===== config.mk =====
export PLATFORM = sky130hd
export DESIGN_NAME = clock_time_ctrl_flat
export DESIGN_NICKNAME = d
export VERILOG_FILES = /design/src/rtl/clock_time_ctrl_if.sv /design/src/rtl/clock_time_ctrl.sv /design/src/flat_wrapper.sv
export SDC_FILE = /design/constraint.sdc
export NUM_CORES = 1
export LEC_CHECK = 0
export ABC_CLOCK_PERIOD_IN_PS = 3270
export BUFFER_PORTS_ARGS = -buffer_cell sky130_fd_sc_hd__buf_2
export CORE_MARGIN = 2
export CORE_UTILIZATION = 30
export DETAILED_ROUTE_END_ITERATION = 8
export GPL_TIMING_DRIVEN = 1
export PLACE_DENSITY_LB_ADDON = 0.3
export SYNTH_ARGS = -nofsm -noshare
export SYNTH_HDL_FRONTEND = slang
export SYNTH_SLANG_ARGS = --single-unit

===== constraint.sdc =====
create_clock -name clk -period 3.27 [get_ports clk]
set_clock_uncertainty 0.15 [all_clocks]
set_input_delay 0.1635 -clock clk [delete_from_list [all_inputs] [get_ports clk]]
set_output_delay 0.1635 -clock clk [all_outputs]
set_load 0.03 [all_outputs]

===== src/rtl/clock_time_ctrl_if.sv =====
// Button inputs and display/status outputs of the clock controller; alarm fields exist only with CLK_ALARM_EN.
// slave = controller side, master = button/display side.
interface clock_time_ctrl_if;
    logic       btnMode;
    logic       btnInc;
    logic [5:0] secOut;
    logic [5:0] minOut;
    logic [4:0] hourOut;
    logic [2:0] modeOut;
    logic       tickSec;
    logic       ovflwDay;
`ifdef CLK_ALARM_EN
    logic [4:0] almHourOut;
    logic [5:0] almMinOut;
    logic       almHit;
`endif

    modport slave (
        input  btnMode, btnInc,
        output secOut, minOut, hourOut, modeOut, tickSec, ovflwDay
`ifdef CLK_ALARM_EN
        , output almHourOut, almMinOut, almHit
`endif
    );

    modport master (
        output btnMode, btnInc,
        input  secOut, minOut, hourOut, modeOut, tickSec, ovflwDay
`ifdef CLK_ALARM_EN
        , input almHourOut, almMinOut, almHit
`endif
    );
endinterface


===== src/rtl/clock_time_ctrl.sv =====
// hh:mm:ss timekeeper with 1 Hz prescaler and button set-mode FSM; alarm states/registers with CLK_ALARM_EN.
// All outputs registered; a button pulse acts on the edge that samples it; no backpressure, pulses never stall.
module clock_time_ctrl #(
    parameter int CLK_HZ = 50000000
) (
    input  logic               clk,
    input  logic               resetN,
    clock_time_ctrl_if.slave   bus
);
    localparam int PW = (CLK_HZ > 2) ? $clog2(CLK_HZ) : 1;
    localparam logic [PW-1:0] PRE_MAX = PW'(CLK_HZ - 1);

    localparam logic [2:0] RUN       = 3'd0;
    localparam logic [2:0] SET_HOUR  = 3'd1;
    localparam logic [2:0] SET_MIN   = 3'd2;
    localparam logic [2:0] SET_ALM_H = 3'd3;
    localparam logic [2:0] SET_ALM_M = 3'd4;

    logic [PW-1:0] pre_q, pre_d;
    logic [5:0]    sec_q, sec_d, min_q, min_d;
    logic [4:0]    hour_q, hour_d;
    logic [2:0]    mode_q, mode_d;
    logic          tick_q, tick_d, ovf_q, ovf_d;
    logic          counting, adv;
`ifdef CLK_ALARM_EN
    logic [4:0]    ah_q, ah_d;
    logic [5:0]    am_q, am_d;
    logic          hit_q, hit_d;

    assign counting = (mode_q == RUN) || (mode_q == SET_ALM_H) || (mode_q == SET_ALM_M);
`else
    assign counting = (mode_q == RUN);
`endif
    assign adv = counting && (pre_q == PRE_MAX);

    always_comb begin
        pre_d  = counting ? (adv ? '0 : pre_q + PW'(1)) : '0;
        sec_d  = sec_q;
        min_d  = min_q;
        hour_d = hour_q;
        mode_d = mode_q;
        tick_d = adv;
        ovf_d  = 1'b0;
`ifdef CLK_ALARM_EN
        ah_d   = ah_q;
        am_d   = am_q;
        hit_d  = 1'b0;
`endif
        // Whole carry chain settles in this one evaluation.
        if (adv) begin
            if (sec_q == 6'd59) begin
                sec_d = '0;
                if (min_q == 6'd59) begin
                    min_d = '0;
                    if (hour_q == 5'd23) begin
                        hour_d = '0;
                        ovf_d  = 1'b1;
                    end else begin
                        hour_d = hour_q + 5'd1;
                    end
                end else begin
                    min_d = min_q + 6'd1;
                end
            end else begin
                sec_d = sec_q + 6'd1;
            end
        end
`ifdef CLK_ALARM_EN
        hit_d = adv && (mode_q == RUN) && (sec_d == '0) && (min_d == am_q) && (hour_d == ah_q);
`endif
        if (bus.btnMode) begin
            case (mode_q)
                RUN:      mode_d = SET_HOUR;
                SET_HOUR: mode_d = SET_MIN;
                SET_MIN: begin
`ifdef CLK_ALARM_EN
                    mode_d = SET_ALM_H;
`else
                    mode_d = RUN;
`endif
                    sec_d = '0;
                    pre_d = '0;
                end
`ifdef CLK_ALARM_EN
                SET_ALM_H: mode_d = SET_ALM_M;
`endif
                default:  mode_d = RUN;
            endcase
        end else if (bus.btnInc) begin
            case (mode_q)
                SET_HOUR:  hour_d = (hour_q == 5'd23) ? '0 : hour_q + 5'd1;
                SET_MIN:   min_d  = (min_q == 6'd59) ? '0 : min_q + 6'd1;
`ifdef CLK_ALARM_EN
                SET_ALM_H: ah_d   = (ah_q == 5'd23) ? '0 : ah_q + 5'd1;
                SET_ALM_M: am_d   = (am_q == 6'd59) ? '0 : am_q + 6'd1;
`endif
                default: ;
            endcase
        end
    end

    always_ff @(posedge clk or negedge resetN) begin
        if (!resetN) begin
            pre_q  <= '0;
            sec_q  <= '0;
            min_q  <= '0;
            hour_q <= '0;
            mode_q <= RUN;
            tick_q <= 1'b0;
            ovf_q  <= 1'b0;
`ifdef CLK_ALARM_EN
            ah_q   <= '0;
            am_q   <= '0;
            hit_q  <= 1'b0;
`endif
        end else begin
            pre_q  <= pre_d;
            sec_q  <= sec_d;
            min_q  <= min_d;
            hour_q <= hour_d;
            mode_q <= mode_d;
            tick_q <= tick_d;
            ovf_q  <= ovf_d;
`ifdef CLK_ALARM_EN
            ah_q   <= ah_d;
            am_q   <= am_d;
            hit_q  <= hit_d;
`endif
        end
    end

    assign bus.secOut   = sec_q;
    assign bus.minOut   = min_q;
    assign bus.hourOut  = hour_q;
    assign bus.modeOut  = mode_q;
    assign bus.tickSec  = tick_q;
    assign bus.ovflwDay = ovf_q;
`ifdef CLK_ALARM_EN
    assign bus.almHourOut = ah_q;
    assign bus.almMinOut  = am_q;
    assign bus.almHit     = hit_q;
`endif
endmodule


===== src/flat_wrapper.sv =====
// flat-port wrapper written by rule: the top's interface ports become plain ports
module clock_time_ctrl_flat 
#(
    parameter int CLK_HZ = 50000000
)
  (clk, resetN, bus_btnMode, bus_btnInc, bus_secOut, bus_minOut, bus_hourOut, bus_modeOut, bus_tickSec, bus_ovflwDay);
  clock_time_ctrl_if bus_i ();
  input  logic clk;
  input  logic resetN;
  input wire logic [$bits(bus_i.btnMode)-1:0] bus_btnMode;
  input wire logic [$bits(bus_i.btnInc)-1:0] bus_btnInc;
  output wire logic [$bits(bus_i.secOut)-1:0] bus_secOut;
  output wire logic [$bits(bus_i.minOut)-1:0] bus_minOut;
  output wire logic [$bits(bus_i.hourOut)-1:0] bus_hourOut;
  output wire logic [$bits(bus_i.modeOut)-1:0] bus_modeOut;
  output wire logic [$bits(bus_i.tickSec)-1:0] bus_tickSec;
  output wire logic [$bits(bus_i.ovflwDay)-1:0] bus_ovflwDay;
  assign bus_i.btnMode = bus_btnMode;
  assign bus_i.btnInc = bus_btnInc;
  assign bus_secOut = bus_i.secOut;
  assign bus_minOut = bus_i.minOut;
  assign bus_hourOut = bus_i.hourOut;
  assign bus_modeOut = bus_i.modeOut;
  assign bus_tickSec = bus_i.tickSec;
  assign bus_ovflwDay = bus_i.ovflwDay;
  clock_time_ctrl #(.CLK_HZ(CLK_HZ)) u_core (.clk(clk), .resetN(resetN), .bus(bus_i));
endmodule

==> metrics.cfg <==
[synth]
netlist_area_mm2 = 0.00248
async_flop_share = 1.00
ys_seq_area_frac = 0.475
syn_area_per_cell_um2 = 10.3
yosysUniqueCellTypes = 49
syn_inst = 240
synth-edff-count = 0
synth_area_leader_cell = dfrtp_1
yosysWarnings = 0
ys.flop_type = dfrtp_1
ys_ff_latch = 47
syn-num-nets = 248
synth_top_cell_area_share = 0.475
synth_area_leaders = dfrtp_1 47%, nor2_1 6.2%, xnor2_1 6.0%

[clock_tree]
cts_tree = done
cts_resized = 0
cts_buffer_depth = 2
clk_pin_slew_ns = 0.09
cts_max_level = 2
clock_sinks = 47
clkLatencyLatePin_ns = 0.30
cts_buffers = 5
root_buffer = clkbuf_8

[global_routing]
grt_max_degree = 48
grt_usage = 0.117
grt_pass1_wl_mm = 8.21
antenna_found_initial = 0
grt_overflow = 0
grt_pass1_vias = 1734

[timing]
setup_viol = 0
fin_tns_setup_ns = 0
relSlewSlack = 0.296
grt_setup_unrepaired = no
maxSlewViolCount = 0
finalHoldViolations = 0
post-route-period-util = 0.744
fmax_ghz = 0.411
tightest_slew_ns = 1.06
period_minus_slack_ns = 2.43

[route]
drtAntennaViolNets = 0
wl_met1_mm = 2.43
met3WireLength_um = 189
drtIter0Drc = 38
num_vias = 1844
wl_per_cell_um = 13.1
wl_met2_mm = 2.23
drc = 0
drt_first_pass_iters = 4
top_layer_used = met4
wl_mm = 4.90
via_per_inst = 4.93

[layout]
diodes = 0
final_cell_mix = 47 x dfrtp_1, 41 x nor2_1, 24 x buf_2, 17 x xnor2_1, 15 x nand2_1
drive_gt1_frac = 0.182
syn_to_final_growth_pct = 13.4
layout_commonest_cell = dfrtp_1
post-route-cell-area_mm2 = 0.00281
nets = 276

[placement]
gp_congestion = 0.747
hpwl_mm = 3.52
port_buffers = 24
dpl-instance-area_mm2 = 0.00270

[min_path]
hold_path_depth = 4
hp-start = bus_btnInc
min_to = u_core.bus.minOut[4]
hold_path_class = input port to flop

[worst_setup_path]
arrival_ns = 2.44
r2r_cells = 6
endpoint_kind = flop
r2r_slack_ns = 0.84
cp.required_ns = 3.28
r2r-end = u_core.pre_q[5]
crit_path_start_kind = flop
timing.rr.start = u_core.pre_q[1]
critPathKind = flop to flop
critPathMaxFanout = 24

[floorplan]
start_util = 0.306
ios = 26
core-area_mm2 = 0.00809
chipHeight_um = 94.9
die_w_um = 94.9
num_rows = 33
dieArea_mm2 = 0.00900

[power]
p_per_area_mw_per_mm2 = 511
p_leak_nw = 1.26
ir_worst_vdd_uv = 172

[status]
outcome = finished, final reports clean

[job]
cap_violations = 0

## sequential cells by signal (all words and copies together), names as in the netlist
signal,cells
u_core.pre_q,26
u_core.bus.minOut,6
u_core.bus.ovflwDay,1
u_core.bus.secOut,6
u_core.bus.tickSec,1
u_core.bus.modeOut,2
u_core.bus.hourOut,5
## critical path, stage by stage (launching register included)
cell and delay [ns]:
dfrtp_1 0.42, ha_1 0.22, and3_1 0.23, nand2_1 0.27
or3_1 0.50, nand2_2 0.39, nor2_1 0.11
## through the flow
stage,worst slack [ns],power (mW),cells,util,hold WS [ns]
after floorplan,0.989,0.992,240,-,-0.282
after global placement,0.896,1.10,364,0.334,0.260
after CTS,0.819,1.46,374,0.347,0.292
final,0.838,1.44,374,0.347,0.290
after global routing,0.651,1.54,374,0.347,0.313
after detailed placement,0.846,1.11,364,0.334,0.278
## where the power goes
part           switching (mW)  internal (mW)  leakage (nW)  total [mW]
Combinational           0.233          0.124         0.582       0.357
Sequential             0.0851          0.646         0.641       0.731
Clock                   0.199          0.149        0.0402       0.348
Total                   0.518          0.919          1.26        1.44
## Yosys cell counts, drive strengths merged (6+ instances only)
cell type / n
and3: 7
nand2: 16
nand3: 8
dfrtp: 47
nor3: 8
xor2: 12
nor4: 8
xnor2: 17
o21ai: 6
nor2: 41
nand4: 10
mux2: 8
## per-layer routing
layer	vias up	track usage
met2	33	0.194
met1	910	0.148
li1	899	-
met3	2	0.0295
met5	-	0
met4	0	0.0411
## what timing repair did
action | CTS | global route
hold buffers | 2 | 0
hold endpoints to repair | 49 | 0
setup buffers | 0 | 0
## layout make-up
cell class | count | area, um2
fillers | 835 | 5280
multi-input cells | 183 | 1250
flip-flops and latches | 47 | 1180
repair buffers | 27 | 148
well taps | 105 | 131
clock buffers | 5 | 68.8
clock inverters | 3 | 20.0
inverters | 4 | 15.0
## worst max-delay path by stage
stage,from,endpoint,slack (ns),cells after the start
2_1_floorplan,u_core.bus.modeOut[0],u_core.bus.minOut[0],0.99,5
3_3_place_gp,u_core.pre_q[18],u_core.bus.minOut[1],0.90,5
3_5_place_dp,u_core.pre_q[0],u_core.pre_q[14],0.85,6
4_1_cts,u_core.pre_q[1],u_core.pre_q[14],0.82,6
5_1_grt,u_core.pre_q[0],u_core.pre_q[22],0.65,6
6_report,u_core.pre_q[1],u_core.pre_q[5],0.84,6
## cell families after synthesis
kind of cell	after synthesis	synth area share
flip-flops	47	0.475
XOR/XNOR	29	0.103
other	1	0.00151
multiplexers	9	0.0419
AND/OR/NAND/NOR	123	0.292
AO/OA/AOI/OAI	17	0.0465
adder cells (fa/ha/maj)	4	0.0202
buffers and inverters	10	0.0202
No activity file was read; power rests on OpenSTA's default activity.
